### src/rtl/mem_arb_pkg.sv
// Shared types and constants for the instruction/data memory port arbiter.
package mem_arb_pkg;

    typedef enum logic [1:0] {
        IDLE   = 2'd0,
        ACCESS = 2'd1,
        RESP   = 2'd2
    } state_t;

    localparam logic PORT_IF = 1'b0;
    localparam logic PORT_D  = 1'b1;

    localparam int DEF_ADDR_W       = 32;
    localparam int DEF_DATA_W       = 32;
    localparam int DEF_RD_LAT       = 1;
    localparam int DEF_MAX_DATA_RUN = 4;

    // Run counter covers MAX_DATA_RUN up to 15; wait counter covers RD_LAT up to 4.
    localparam int RUN_W  = 4;
    localparam int WAIT_W = 2;

    // Data wins unless fetch is waiting and data has used up its run allowance.
    function automatic logic pick_data(input logic if_req, input logic d_req,
                                       input logic run_full);
        return d_req && !(if_req && run_full);
    endfunction

endpackage

### src/rtl/mem_arb_pick.sv
// Winner select between fetch and data ports with a bounded data-run counter.
// Latency: combinational select, run counter updates on the grant edge.
// Backpressure: none; the caller only asserts i_grant when the memory is free.
module mem_arb_pick
    import mem_arb_pkg::*;
#(
    parameter int MAX_DATA_RUN = DEF_MAX_DATA_RUN
) (
    input  logic clk,
    input  logic rst,
    input  logic i_if_req,
    input  logic i_d_req,
    input  logic i_grant,
    output logic o_win_port
);

    logic [RUN_W-1:0] r_run_cnt;
    logic             w_run_full;

    assign w_run_full = (r_run_cnt == RUN_W'(MAX_DATA_RUN));
    assign o_win_port = pick_data(i_if_req, i_d_req, w_run_full) ? PORT_D : PORT_IF;

    // Only data grants made over a waiting fetch extend the run.
    always_ff @(posedge clk) begin
        if (rst) begin
            r_run_cnt <= '0;
        end else if (i_grant) begin
            if ((o_win_port == PORT_D) && i_if_req) begin
                r_run_cnt <= w_run_full ? r_run_cnt : r_run_cnt + RUN_W'(1);
            end else begin
                r_run_cnt <= '0;
            end
        end
    end

endmodule

### src/rtl/mem_port_arbiter.sv
// Shares one single-ported memory between the fetch and load/store ports.
// Latency: loads/fetches ack RD_LAT cycles after the grant edge, stores after 1; period RD_LAT+2 / 3.
// Backpressure: req/ack handshake; a losing requester simply holds req until its own ack.
module mem_port_arbiter
    import mem_arb_pkg::*;
#(
    parameter int ADDR_W       = DEF_ADDR_W,
    parameter int DATA_W       = DEF_DATA_W,
    parameter int RD_LAT       = DEF_RD_LAT,
    parameter int MAX_DATA_RUN = DEF_MAX_DATA_RUN
) (
    input  logic              clk,
    input  logic              rst,
    input  logic              if_req,
    input  logic [ADDR_W-1:0] if_addr,
    output logic              if_ack,
    output logic [DATA_W-1:0] if_rdata,
    input  logic              d_req,
    input  logic              d_we,
    input  logic [ADDR_W-1:0] d_addr,
    input  logic [DATA_W-1:0] d_wdata,
    output logic              d_ack,
    output logic [DATA_W-1:0] d_rdata,
    output logic              mem_write,
    output logic [ADDR_W-1:0] mem_addr,
    output logic [DATA_W-1:0] mem_wdata,
    input  logic [DATA_W-1:0] mem_rdata,
    output logic              busy
);

    state_t              r_state;
    state_t              w_state_nxt;
    logic                r_port;
    logic                r_store;
    logic [WAIT_W-1:0]   r_wait;
    logic                w_grant;
    logic                w_win_port;
    logic                w_access_done;

    assign w_grant       = (r_state == IDLE) && (if_req || d_req);
    assign w_access_done = r_store || (r_wait == WAIT_W'(RD_LAT - 1));

    mem_arb_pick #(
        .MAX_DATA_RUN (MAX_DATA_RUN)
    ) u_pick (
        .clk        (clk),
        .rst        (rst),
        .i_if_req   (if_req),
        .i_d_req    (d_req),
        .i_grant    (w_grant),
        .o_win_port (w_win_port)
    );

    always_ff @(posedge clk) begin
        if (rst) begin
            r_state <= IDLE;
        end else begin
            r_state <= w_state_nxt;
        end
    end

    always_comb begin
        w_state_nxt = r_state;
        case (r_state)
            IDLE:    if (w_grant) w_state_nxt = ACCESS;
            ACCESS:  if (w_access_done) w_state_nxt = RESP;
            RESP:    w_state_nxt = IDLE;
            default: w_state_nxt = IDLE;
        endcase
    end

    // mem_addr doubles as the latched transaction address and holds outside ACCESS.
    always_ff @(posedge clk) begin
        if (rst) begin
            r_port    <= PORT_IF;
            r_store   <= 1'b0;
            r_wait    <= '0;
            mem_write <= 1'b0;
            mem_addr  <= '0;
            mem_wdata <= '0;
            if_ack    <= 1'b0;
            d_ack     <= 1'b0;
            if_rdata  <= '0;
            d_rdata   <= '0;
            busy      <= 1'b0;
        end else begin
            if_ack    <= 1'b0;
            d_ack     <= 1'b0;
            mem_write <= 1'b0;
            busy      <= (w_state_nxt != IDLE);
            case (r_state)
                IDLE: begin
                    if (w_grant) begin
                        r_port <= w_win_port;
                        r_wait <= '0;
                        if (w_win_port == PORT_D) begin
                            r_store   <= d_we;
                            mem_addr  <= d_addr;
                            mem_write <= d_we;
                            if (d_we) mem_wdata <= d_wdata;
                        end else begin
                            r_store  <= 1'b0;
                            mem_addr <= if_addr;
                        end
                    end
                end
                ACCESS: begin
                    if (w_access_done) begin
                        if (r_port == PORT_D) begin
                            d_ack <= 1'b1;
                            if (!r_store) d_rdata <= mem_rdata;
                        end else begin
                            if_ack   <= 1'b1;
                            if_rdata <= mem_rdata;
                        end
                    end else begin
                        r_wait <= r_wait + WAIT_W'(1);
                    end
                end
                default: ;
            endcase
        end
    end

endmodule

### config.mk
export PLATFORM = sky130hd
export DESIGN_NAME = mem_port_arbiter
export DESIGN_NICKNAME = d
export VERILOG_FILES = /design/src/rtl/mem_arb_pkg.sv /design/src/rtl/mem_arb_pick.sv /design/src/rtl/mem_port_arbiter.sv
export SDC_FILE = /design/constraint.sdc
export NUM_CORES = 1
export LEC_CHECK = 0
export BUFFER_PORTS_ARGS = -buffer_cell sky130_fd_sc_hd__buf_2
export CAP_MARGIN = 20
export CORE_ASPECT_RATIO = 0.75
export CORE_MARGIN = 5
export CORE_UTILIZATION = 49
export DETAILED_ROUTE_END_ITERATION = 7
export GPL_TIMING_DRIVEN = 0
export PLACE_DENSITY = 0.85
export SYNTH_ARGS = -nofsm -noshare
export SYNTH_HDL_FRONTEND = slang
export SYNTH_SLANG_ARGS = --single-unit
### constraint.sdc
create_clock -name clk -period 3.2 [get_ports clk]
set_input_delay 0.64 -clock clk [delete_from_list [all_inputs] [get_ports clk]]
set_output_delay 0.64 -clock clk [all_outputs]
set_load 0.02 [all_outputs]
==> results.toml <==
[outcome]
outcome = "complete, no violations"

[sta]
fin_skew_ns = 0.00971
hold_viol = 0
period_needed_ns = 1.85
rsz0062_at_grt = "no"
worst_pin_slew_ns = 0.629
relSlewSlack_pct = 58.0
period_share_pct = 57.7
setup_tns_ns = 0
fmax_mhz = 541
slew_violations = 0
final-setup-viol-count = 0

[clocking]
tritoncts = "done"
post_cts_buffers = 0
clockBufferDepth = 2
clkSinkCount = 142
cts_root_buf = "clkbuf_16"
cts_buffers = 17
clkTransAtPathRegs_ns = 0.06
htree_levels = 4
cts_hold_buf = 0
clkLatencyLatePin_ns = 0.40
cts_resized = 0

[global_route]
grt_pass1_vias = 5294
antenna_found_initial = 0
grt_max_degree = 17
grt_overflow = 0
groute.usage.overall_pct = 24.3
grt_first_pass_wirelength_um = 25600

[logic_synthesis]
synth-seq-cells = 142
ys_types = 25
syn-cell-area_um2 = 5300
syn_inst = 669
ys_seq_area_share_pct = 53.7
syn_avg_cell_area_um2 = 7.92
synth_fp_nets = 805
ys_warn_count = 0

[worst_setup_path]
critPathKind = "register to register"
slowest_stage = "dfxtp_1"
crit_start = "u_pick.r_run_cnt[0]$_SDFFE_PP0P_"
cp.arrival_ns = 2.17
worst-path-buf-inv = 3
critPathMaxFanout = 10
cp.required_ns = 3.52
r2r-start = "u_pick.r_run_cnt[0]$_SDFFE_PP0P_"
cp_top_family = "buffers and inverters"
worst_path_most_repeated_cell = "buf_2"
path_cells = "inv_1 -> ha_1 -> nand4b_1 -> and4_1 -> buf_2 -> buf_2 -> nand2_1 -> a21oi_1"
reg2reg_slack_ns = 1.35
cp_slowest_stage_delay_ns = 0.39
crit_path_start_kind = "register"
r2r-end = "mem_wdata[26]$_SDFFE_PP0P_"
worstRegToRegCells = 8
end_kind = "register"

[power_and_ir_drop]
power_frac_clock_pct = 44.2
seqPwrFrac_pct = 41.2
swShare_pct = 26.4
switchingPower_mw = 1.24
p_per_area_nw_per_um2 = 632
p_comb_share_pct = 14.6
p_leak_nw = 3.43
intPower_mw = 3.45
peakVddDrop_v = 0.000484

[final_layout]
area_delta_synth_final_pct = 39.9
antenna_cells = 0
final_common_cell = "buf_2"
final_util_pct = 71.2
final_layout_size_suffix_gt1_share_pct = 34.3
final_nets = 1087
final_cell_mix = "buf_2 (287), nand2_1 (233), dfxtp_1 (142), a21oi_1 (137), nor2_1 (38)"

[hold_path]
min-delay-start = "d_rdata[19]$_SDFFE_PP0P_"
min_path_cells = 2
holdPathEnd = "d_rdata[19]$_SDFFE_PP0P_"
hold_class = "register to register"

[detailed_routing]
via_per_inst = 5.16
detail-route-antenna-nets = 0
first_pass_iters = 5
wl_per_cell_um = 14.8
wl_um = 16300
num_vias = 5675
drt-initial-drc-count = 257
drc = 0

[place]
hpwlAfterDp_um = 12400
portBuffers = 263
gp_congestion = 0.863

[floorplanning]
initial_utilization_pct = 50.9
die_w_um = 130
dieArea_um2 = 13000
die_h_um = 100
rows = 32
ios = 265
core_area_um2 = 10400

[run]
drv_cap = 0
## logic make-up after synthesis
group	after synthesis	share of synthesized area, %
AND/OR/NAND/NOR	293	22.2
AO/OA/AOI/OAI	175	18.2
flip-flops	142	53.7
buffers and inverters	56	5.31
adder cells (fa/ha/maj)	3	0.709
## layout make-up
type	instances	area, um^2
clock inverters	13	188
flip-flops and latches	142	2840
plain buffers	52	267
well taps	136	170
fillers	880	3000
multi-input cells	471	2170
inverters	4	15.0
repair buffers	263	1320
clock buffers	18	439
## sequential cells by signal, indices dropped and copies added (netlist names)
register / count
if_rdata: 32
r_wait: 2
mem_addr: 32
if_ack: 1
u_pick.r_run_cnt: 4
busy: 1
r_store: 1
mem_write: 1
mem_wdata: 32
d_ack: 1
d_rdata: 32
r_port: 1
r_state: 2
## worst reg2reg max path, cell delays in order (launching register included)
cell      delay [ns]
dfxtp_1         0.39
inv_1           0.10
ha_1            0.25
nand4b_1        0.18
and4_1          0.22
buf_2           0.17
buf_2           0.25
nand2_1         0.09
a21oi_1         0.14
## Yosys cell counts (all sizes together)
master  instances  area, um^2
nand2         233         875
inv             4        15.0
a31oi           1        6.26
nor2           39         149
ha              3        37.5
and4            1        8.76
a211oi         33         248
nand4b          2        17.5
nor3            5        35.0
o21a            1        7.51
clkbuf         20        75.1
nor2b           1        6.26
dfxtp         142        2840
buf            32         191
nand2b          1        13.8
and2            3        18.8
a21oi         137         686
o21ai           3        15.0
nand4           4        25.0
or3             4        25.0
## power groups by stage
stage          clock, mW  combinational, mW  sequential (mW)
3_3_place_gp           0              0.676             1.96
3_5_place_dp           0              0.683             1.97
4_1_cts             2.10              0.687             1.93
6_report            2.07              0.685             1.93
2_1_floorplan          0              0.278             2.09
5_1_grt             2.19              0.749             1.94
## metal layers
layer,global-route usage (%),part of all wire (%)
met1,30.9,41
met2,40.0,48
met3,8.03,10
met4,6.23,1.2
met5,0,0
## per-stage QoR
stage          hold slack, ns  instance area [um^2]  cells  total power [mW]  worst slack (ns)
5_1_grt                 0.457                  7410   1099              4.89              1.21
3_3_place_gp            0.439                  6780   1068              2.64              1.02
6_report                0.450                  7410   1099              4.69              1.35
4_1_cts                 0.451                  7410   1099              4.72              1.34
3_5_place_dp            0.443                  6780   1068              2.65             0.978
2_1_floorplan           0.458                  5300    669              2.37              1.64
## worst max path at each step
stage                                       endpoint  slack [ns]  cells past startpoint
final                     mem_wdata[26]$_SDFFE_PP0P_        1.35                      8
after global routing      mem_wdata[26]$_SDFFE_PP0P_        1.21                      8
after floorplan            mem_addr[24]$_SDFFE_PP0N_        1.64                      6
after detailed placement    if_rdata[5]$_SDFFE_PP0P_        0.98                      4
after global placement        r_wait[1]$_SDFFE_PP0P_        1.02                      4
after CTS                 mem_wdata[30]$_SDFFE_PP0P_        1.34                      8
Power figures use the tool's default switching activity.
